==> src/rtl/k16_execute_stage_pkg.sv <==
// Shared K16 definitions: datapath widths, ALU class/operation codes and flag positions.
package k16_execute_stage_pkg;

    localparam int unsigned K16_DATA_W    = 16;
    localparam int unsigned K16_REG_COUNT = 8;
    localparam int unsigned K16_REG_IDX_W = 3;
    localparam int unsigned K16_OPTYPE_W  = 3;
    localparam int unsigned K16_OP_W      = 3;

    // ALU operation classes
    localparam logic [K16_OPTYPE_W-1:0] OPTYPE_ALU   = 3'd0;
    localparam logic [K16_OPTYPE_W-1:0] OPTYPE_SHIFT = 3'd1;
    localparam logic [K16_OPTYPE_W-1:0] OPTYPE_LOAD  = 3'd2;

    // Operations within OPTYPE_ALU
    localparam logic [K16_OP_W-1:0] OP_ADD = 3'd0;
    localparam logic [K16_OP_W-1:0] OP_ADC = 3'd1;
    localparam logic [K16_OP_W-1:0] OP_SUB = 3'd2;
    localparam logic [K16_OP_W-1:0] OP_SBC = 3'd3;
    localparam logic [K16_OP_W-1:0] OP_AND = 3'd4;
    localparam logic [K16_OP_W-1:0] OP_OR  = 3'd5;
    localparam logic [K16_OP_W-1:0] OP_XOR = 3'd6;
    localparam logic [K16_OP_W-1:0] OP_NOT = 3'd7;

    // Operations within OPTYPE_SHIFT and OPTYPE_LOAD
    localparam logic [K16_OP_W-1:0] OP_SHL  = 3'd0;
    localparam logic [K16_OP_W-1:0] OP_SHR  = 3'd1;
    localparam logic [K16_OP_W-1:0] OP_ASR  = 3'd2;
    localparam logic [K16_OP_W-1:0] OP_ROL  = 3'd3;
    localparam logic [K16_OP_W-1:0] OP_COPY = 3'd0;

    // Bit positions inside the {C,Z,N} flag-enable vector
    localparam int unsigned FLAG_C = 2;
    localparam int unsigned FLAG_Z = 1;
    localparam int unsigned FLAG_N = 0;

endpackage

==> src/rtl/k16_regfile.sv <==
// General register file: two async read ports, one debug read port, one sync write port.
module k16_regfile #(
    parameter  int unsigned REG_COUNT  = 8,
    parameter  int unsigned DATA_WIDTH = 16,
    localparam int unsigned IDX_W      = $clog2(REG_COUNT)
) (
    input  logic                  i_clk,
    input  logic                  i_reset,
    input  logic                  i_we,
    input  logic [IDX_W-1:0]      i_waddr,
    input  logic [DATA_WIDTH-1:0] i_wdata,
    input  logic [IDX_W-1:0]      i_raddr_a,
    input  logic [IDX_W-1:0]      i_raddr_b,
    input  logic [IDX_W-1:0]      i_dbg_addr,
    output logic [DATA_WIDTH-1:0] o_rdata_a_c,
    output logic [DATA_WIDTH-1:0] o_rdata_b_c,
    output logic [DATA_WIDTH-1:0] o_dbg_data_c
);

    logic [DATA_WIDTH-1:0] r_mem [REG_COUNT];

    // Reset wins over a same-cycle write so a dropped instruction never lands.
    always_ff @(posedge i_clk) begin
        if (i_reset) begin
            for (int i = 0; i < int'(REG_COUNT); i++) begin
                r_mem[i] <= '0;
            end
        end else if (i_we) begin
            r_mem[i_waddr] <= i_wdata;
        end
    end

    assign o_rdata_a_c  = r_mem[i_raddr_a];
    assign o_rdata_b_c  = r_mem[i_raddr_b];
    assign o_dbg_data_c = r_mem[i_dbg_addr];

endmodule

==> src/rtl/k16_execute_stage.sv <==
// K16 execute/writeback stage: latches one instruction into E, drives the external ALU,
// and retires its result and flags on the following non-stalled edge.
module k16_execute_stage
    import k16_execute_stage_pkg::*;
#(
    parameter  int unsigned REG_COUNT  = K16_REG_COUNT,
    parameter  int unsigned DATA_WIDTH = K16_DATA_W,
    localparam int unsigned IDX_W      = $clog2(REG_COUNT)
) (
    input  logic                    clock,
    input  logic                    reset,
    input  logic                    issueValid,
    output logic                    issueReady,
    input  logic                    stall,
    input  logic [IDX_W-1:0]        srcA,
    input  logic [IDX_W-1:0]        srcB,
    input  logic [IDX_W-1:0]        dest,
    input  logic                    useImm,
    input  logic [DATA_WIDTH-1:0]   imm,
    input  logic [K16_OPTYPE_W-1:0] opType,
    input  logic [K16_OP_W-1:0]     opCode,
    input  logic                    writeResult,
    input  logic [2:0]              flagWe,
    output logic [DATA_WIDTH-1:0]   aluOperand1,
    output logic [DATA_WIDTH-1:0]   aluOperand2,
    output logic                    aluCarryIn,
    output logic [K16_OPTYPE_W-1:0] aluOpType,
    output logic [K16_OP_W-1:0]     aluOp,
    input  logic [DATA_WIDTH-1:0]   aluResult,
    input  logic                    aluCarry,
    input  logic                    aluZero,
    input  logic                    aluNegative,
    output logic                    flagC,
    output logic                    flagZ,
    output logic                    flagN,
    output logic                    retireValid,
    output logic [IDX_W-1:0]        retireReg,
    output logic [DATA_WIDTH-1:0]   retireData,
    input  logic [IDX_W-1:0]        dbgSel,
    output logic [DATA_WIDTH-1:0]   dbgData
);

    logic                    r_eValid;
    logic [DATA_WIDTH-1:0]   r_op1;
    logic [DATA_WIDTH-1:0]   r_op2;
    logic [K16_OPTYPE_W-1:0] r_opType;
    logic [K16_OP_W-1:0]     r_op;
    logic [IDX_W-1:0]        r_dest;
    logic                    r_writeResult;
    logic [2:0]              r_flagWe;
    logic                    r_flagC;
    logic                    r_flagZ;
    logic                    r_flagN;
    logic                    r_retireValid;
    logic [IDX_W-1:0]        r_retireReg;
    logic [DATA_WIDTH-1:0]   r_retireData;

    logic                  w_accept;
    logic                  w_retire;
    logic [DATA_WIDTH-1:0] w_rdA;
    logic [DATA_WIDTH-1:0] w_rdB;
    logic [DATA_WIDTH-1:0] w_op1Next;
    logic [DATA_WIDTH-1:0] w_op2Next;

    assign issueReady = !stall;
    assign w_accept   = issueValid && !stall;
    assign w_retire   = r_eValid && !stall;

    k16_regfile #(
        .REG_COUNT  (REG_COUNT),
        .DATA_WIDTH (DATA_WIDTH)
    ) u_regfile (
        .i_clk        (clock),
        .i_reset      (reset),
        .i_we         (w_retire && r_writeResult),
        .i_waddr      (r_dest),
        .i_wdata      (aluResult),
        .i_raddr_a    (srcA),
        .i_raddr_b    (srcB),
        .i_dbg_addr   (dbgSel),
        .o_rdata_a_c  (w_rdA),
        .o_rdata_b_c  (w_rdB),
        .o_dbg_data_c (dbgData)
    );

    // Forward the in-flight result when E is about to write the register being read.
    always_comb begin
        w_op1Next = w_rdA;
        w_op2Next = w_rdB;
        if (r_eValid && r_writeResult && (r_dest == srcA)) begin
            w_op1Next = aluResult;
        end
        if (r_eValid && r_writeResult && (r_dest == srcB)) begin
            w_op2Next = aluResult;
        end
        if (useImm) begin
            w_op2Next = imm;
        end
    end

    always_ff @(posedge clock) begin
        if (reset) begin
            r_eValid      <= 1'b0;
            r_op1         <= '0;
            r_op2         <= '0;
            r_opType      <= '0;
            r_op          <= '0;
            r_dest        <= '0;
            r_writeResult <= 1'b0;
            r_flagWe      <= '0;
            r_flagC       <= 1'b0;
            r_flagZ       <= 1'b0;
            r_flagN       <= 1'b0;
            r_retireValid <= 1'b0;
            r_retireReg   <= '0;
            r_retireData  <= '0;
        end else begin
            r_retireValid <= w_retire;
            if (!stall) begin
                r_eValid <= w_accept;
            end
            if (w_accept) begin
                r_op1         <= w_op1Next;
                r_op2         <= w_op2Next;
                r_opType      <= opType;
                r_op          <= opCode;
                r_dest        <= dest;
                r_writeResult <= writeResult;
                r_flagWe      <= flagWe;
            end
            // Flags land on the same edge that loads the next E, so ADC chains need no bubble.
            if (w_retire) begin
                r_retireReg  <= r_dest;
                r_retireData <= aluResult;
                if (r_flagWe[FLAG_C]) r_flagC <= aluCarry;
                if (r_flagWe[FLAG_Z]) r_flagZ <= aluZero;
                if (r_flagWe[FLAG_N]) r_flagN <= aluNegative;
            end
        end
    end

    assign aluOperand1 = r_op1;
    assign aluOperand2 = r_op2;
    assign aluCarryIn  = r_flagC;
    assign aluOpType   = r_opType;
    assign aluOp       = r_op;
    assign flagC       = r_flagC;
    assign flagZ       = r_flagZ;
    assign flagN       = r_flagN;
    assign retireValid = r_retireValid;
    assign retireReg   = r_retireReg;
    assign retireData  = r_retireData;

endmodule

==> config.mk <==
export PLATFORM = sky130hd
export DESIGN_NAME = k16_execute_stage
export DESIGN_NICKNAME = d
export VERILOG_FILES = /design/src/rtl/k16_execute_stage_pkg.sv /design/src/rtl/k16_regfile.sv /design/src/rtl/k16_execute_stage.sv
export SDC_FILE = /design/constraint.sdc
export NUM_CORES = 1
export LEC_CHECK = 0
export ABC_CLOCK_PERIOD_IN_PS = 6000
export CORE_UTILIZATION = 45
export DETAILED_ROUTE_END_ITERATION = 10
export HOLD_SLACK_MARGIN = 0.15
export PLACE_DENSITY = 0.67
export SLEW_MARGIN = 40
export SYNTH_ARGS = -nofsm -noshare
export SYNTH_HDL_FRONTEND = slang
export SYNTH_HIERARCHICAL = 1
export SYNTH_SLANG_ARGS = --single-unit
==> constraint.sdc <==
create_clock -name clock -period 6 [get_ports clock]
set_input_delay 1.2 -clock clock [delete_from_list [all_inputs] [get_ports clock]]
set_output_delay 1.2 -clock clock [all_outputs]
set_load 0.03 [all_outputs]
==> results.ini, run 1 <==
[sta]
setup_violations = 0
fmax_mhz = 220.7
hold_violations = 0
drv_slew = 0
worst_slew_pin_slew_ps = 773.9
post-route-period-util = 0.7552
final.setup.tns_ps = 0
slew_headroom = 0.4828
fin_skew_ps = 11.26
period_minus_slack_ps = 4531
rsz0062_at_grt = false

[setup_path]
cp_data_required_time_ps = 4800
crit_path_frequent_cell = clkdlybuf4s50_1
cpPeakStageDelay_ps = 630
r2r_slack_ps = 3160
r2r-end = u_regfile/r_mem[5][11]
worstPathCellList = clkdlybuf4s50_1 > buf_4 > mux4_1 > mux2_2 > clkdlybuf4s50_1
crit_fanout = 32
path_class = input port to output pin
start_kind = input port
slowest_stage = clkdlybuf4s50_1
reg2reg_from = r_eValid
crit_end = dbgData[5]
endpoint_kind = output pin
crit_path_start = dbgSel[2]
reg2reg_depth = 6
crit_arrival_ps = 3330

[synthesis]
postSynthCellCount = 841
avgSynthCellArea_um2 = 13.12
yosys_register_bits = 197
synth_fp_nets = 903
netlist_area_um2 = 11030
synth_cell_types = 31
ys_seq_area_frac = 0.4737
synth_warnings = 6

[global_route]
first_global_vias = 7443
track_usage = 0.2425
grt_antenna_before_repair = 1
grt_remaining_overflow = 0
grt_pass1_wl_um = 44910
grt_max_degree = 80

[layout]
postLayoutCoreUtil = 0.5534
layout.cells.non_filler = 1270
layout_common_cells = clkdlybuf4s50_1, edfxtp_1, nor3_1, mux4_1, nand2_1
n_antenna_cell = 0
drive_gt1_frac = 0.1441
area_growth_pct = 19.16
nNetsFinal = 1000
final_common_cell = clkdlybuf4s50_1
fin_area_um2 = 13140

[clock_network]
cts_hold_buf = 0
clk_pin_slew_ps = 80
cts-root-buf = clkbuf_16
cts-buffers-inserted = 17
post_cts_resize_count = 0
cts_max_level = 4
cts_tree = yes
cts_buffer_depth = 2
cts_sinks = 197
insertion_delay_ps = 440
post-cts-setup-buffer-count = 0

[drt]
drt-vias-per-instance = 6.113
wl_per_cell_um = 23.36
drc = 0
first_iter_violations = 817
wirelength_um = 29670
num_vias = 7764
drt_pass1_iterations = 5
ant_nets = 0

[power]
ir_drop_mv = 0.2136
leakagePower_nw = 4.509
p_per_area_nw_per_um2 = 241.5
power_mw = 3.174

[hold_path]
hold_depth = 2
hp-class = flip-flop to flip-flop

[placed_design]
port_buffers = 140
dp.final_hpwl_um = 19080
place_area_um2 = 12560
place_congestion = 0.8222
dp.cells = 1238

[status]
status = complete, no violations

[run]
drv_cap = 0

[floorplanning]
die_w_um = 158.6
io_pins = 141
start_util = 0.4644
coreArea_um2 = 23750
die_area_um2 = 25140
rows = 56
die_h_um = 158.6

per-layer routing:
metal / wire length [um] / share of wire / track usage
met1: 12860 / 0.43 / 0.3325
met2: 14140 / 0.48 / 0.3901
met3: 2319 / 0.078 / 0.04954
met4: 342 / 0.012 / 0.06960
met5: 9 / 0.00030 / 0
cell type report:
cell class	instances	area, um2
multi-input combinational	540	5300
clock buffer	17	425.4
inverter	17	63.81
fill	1902	10610
timing repair buffer	165	1570
clock inverter	15	160.2
sequential	197	5225
tap	319	399.1
how the worst min path moves through the flow:
stage / from / to / slack, ps
6_report: aluOpType[1] / aluOpType[1] / 450
5_1_grt: aluOpType[0] / aluOpType[0] / 470
4_1_cts: aluOpType[1] / aluOpType[1] / 460
3_5_place_dp: aluOpType[1] / aluOpType[1] / 450
3_3_place_gp: retireData[13] / retireData[13] / 440
2_1_floorplan: r_writeResult / r_writeResult / 450
synthesized netlist by cell type, drive strengths merged:
library cell,count,area (um2)
edfxtp,128,3844
nor3,128,670.7
mux4,96,2477
nand2,75,284.0
dfxtp,69,1381
clkbuf,54,206.4
a21oi,52,260.3
mux2,48,540.5
buf,33,252.7
a211oi,32,240.2
mux2i,32,320.3
nor2,19,71.32
nand3b,17,127.6
clkinv,16,60.06
o21ai,16,80.08
o21bai,8,60.06
xor2,6,52.55
nand3,3,15.01
nand2b,2,12.51
nor2b,2,12.51
nor4,2,42.54
inv,1,3.750
or2,1,6.260
or3b,1,8.760
metrics by stage:
step                      setup WS, ps  hold WS (ps)
after floorplan                   2471         448.6
after global placement            1306         441.5
after detailed placement          1460         445.5
after CTS                         1454         456.5
after global routing              1400         468.4
final                             1469         453.0
cell families after synthesis:
family | count (synthesis) | share of synthesized area
simple gates | 250 | 0.1134
buf+inv | 104 | 0.04741
flops | 197 | 0.4737
compound gates | 108 | 0.05808
xor+xnor | 6 | 0.004764
mux | 176 | 0.3026
worst max-delay path, delay by kind of cell:
family	cells	cell delay [ps]
buffers and inverters	3	1480
multiplexers	2	640
state kept, by name (all words and copies together), names as in the netlist:
name,cells
u_regfile/r_mem,128
aluOperand1,16
aluOperand2,16
retireData,16
aluOpType,3
aluOp,3
r_dest,3
r_flagWe,3
retireReg,3
aluCarryIn,1
flagN,1
flagZ,1
r_eValid,1
r_writeResult,1
retireValid,1
power by group:
| part | internal [mW] | total, mW | switching, mW |
|---|---|---|---|
| Combinational | 0.227 | 0.497 | 0.270 |
| Clock | 0.593 | 1.15 | 0.557 |
| Sequential | 1.49 | 1.53 | 0.0378 |
No activity file was read; power rests on OpenSTA's default activity.
==> run 2, diff against run 1 <==
--- a/config.mk
+++ b/config.mk
@@ -5,7 +5,7 @@
 export SDC_FILE = /design/constraint.sdc
 export NUM_CORES = 1
 export LEC_CHECK = 0
-export ABC_CLOCK_PERIOD_IN_PS = 6000
+export ABC_CLOCK_PERIOD_IN_PS = 4170
 export CORE_UTILIZATION = 45
 export DETAILED_ROUTE_END_ITERATION = 10
 export HOLD_SLACK_MARGIN = 0.15
==> constraint.sdc (replaced) <==
create_clock -name clock -period 4.17 [get_ports clock]
set_input_delay 0.834 -clock clock [delete_from_list [all_inputs] [get_ports clock]]
set_output_delay 0.834 -clock clock [all_outputs]
set_load 0.03 [all_outputs]
==> run 2 against run 1 <==
  * Cell count grew 0.87%
  * Via count grew 0.26%
  * Wire length shrank 0.77%
  * Critical path type unchanged
==> results.ini, run 2 (synthesis gave the netlist of run 1 again) <==
[drt]
wirelength_um = 29440
first_iter_violations = 698
drt_pass1_iterations = 7
drt-vias-per-instance = 6.077
num_vias = 7784
drc = 0
wl_per_cell_um = 22.98
ant_nets = 0

[setup_path]
start_kind = input port
crit_fanout = 5
path_class = input port to output pin
crit_arrival_ps = 2720
endpoint_kind = output pin
r2r_slack_ps = 1900
cp_data_required_time_ps = 3340

[floorplanning]
coreArea_um2 = 23750
io_pins = 141
start_util = 0.4644
rows = 56
die_area_um2 = 25140
die_w_um = 158.6
die_h_um = 158.6

[clock_network]
cts-root-buf = clkbuf_16
cts_buffer_depth = 2
post_cts_resize_count = 0
cts_sinks = 197
clk_pin_slew_ps = 70
cts-buffers-inserted = 17
cts_max_level = 4
cts_tree = yes
insertion_delay_ps = 440
cts_hold_buf = 0
post-cts-setup-buffer-count = 0

[layout]
final_common_cell = edfxtp_1
top_register = u_regfile/r_mem
fin_area_um2 = 13190
layout_common_cells = edfxtp_1, nor3_1, clkdlybuf4s50_1, mux4_1, nand2_1
drive_gt1_frac = 0.1694
fillers = 1898
layout.cells.non_filler = 1281
largest_reg_flops = 128
area_growth_pct = 19.53
n_antenna_cell = 0
nNetsFinal = 1011

[power]
leakagePower_nw = 4.572
power.switching_mw = 1.246
seq_power_share = 0.480
intPower_mw = 3.325
power_mw = 4.571
p_per_area_nw_per_um2 = 346.7
combPwrFrac = 0.157
switching_share = 0.2727
clkPwrFrac = 0.362
ir_drop_mv = 0.3019

[placed_design]
dp.cells = 1249
port_buffers = 140
dp.final_hpwl_um = 19940
place_area_um2 = 12600
place_congestion = 0.8749

[sta]
post-route-period-util = 0.8533
rsz0062_at_grt = false
slew_headroom = 0.4460
worst_slew_pin_slew_ps = 831.0
final.setup.tns_ps = 0
fmax_mhz = 281.0
drv_slew = 0
setup_violations = 0
period_minus_slack_ps = 3558
hold_violations = 0
fin_skew_ps = 12.50

[global_route]
grt_remaining_overflow = 0
grt_pass1_wl_um = 43560
grt_antenna_before_repair = 0
track_usage = 0.2368
first_global_vias = 7470
grt_max_degree = 70

[status]
status = complete, no violations

[hold_path]
hp-class = flip-flop to flip-flop

[run]
drv_cap = 0

-- run 2: cell count changes in the layout (fill, tap and decap cells not counted), sizes merged --
cell	delta
buf	+25
clkdlybuf4s50	-14
clkbuf	+1
clkinv	-1
clkinvlp	+1
inv	-1
-- run 2: per-stage QoR --
stage | setup slack [ps] | hold slack, ps | util
6_report | 611.6 | 455.2 | 0.5551
2_1_floorplan | 1235 | 448.6 | -
3_5_place_dp | 624.2 | 448.0 | 0.5303
4_1_cts | 622.1 | 458.8 | 0.5551
5_1_grt | 595.3 | 474.8 | 0.5551
3_3_place_gp | 658.5 | 441.4 | 0.5303
-- run 2: power by group through the flow --
stage,Sequential [mW],Combinational (mW),Clock (mW)
global route,2.20,0.759,1.76
detailed placement,2.24,0.715,0
CTS,2.19,0.720,1.67
global placement,2.24,0.712,0
floorplan,2.27,0.402,0
finish,2.20,0.719,1.66
-- run 2: layout make-up --
type | instances | area (um2) | area share
clock inverter | 14 | 158.9 | 0.01205
multi-input combinational | 540 | 5300 | 0.4020
sequential | 197 | 5225 | 0.3963
timing repair buffer | 176 | 1609 | 0.1220
clock buffer | 18 | 429.2 | 0.03255
inverter | 17 | 63.81 | 0.004840
tap | 319 | 399.1 | 0.03027
-- run 2: final timing paths --
kind	startpoint	cells after the start	end
max	dbgSel[2]	4	dbgData[5]
min	retireData[14]	2	retireData[14]
max reg2reg	r_eValid	5	u_regfile/r_mem[1][3]
min reg2reg	retireData[14]	2	retireData[14]
-- run 2: routing by layer --
layer	vias up	wire, um	GRT usage
met1	3854	12260	0.2998
met5	-	0	0
met2	341	14410	0.3995
met3	41	2213	0.05117
li1	3548	-	-
met4	0	555	0.08562
-- run 2: critical path: stages --
cell and delay [ps]:
clkdlybuf4s50_1 650, mux4_1 340, mux2_2 280, clkdlybuf4s50_1 620
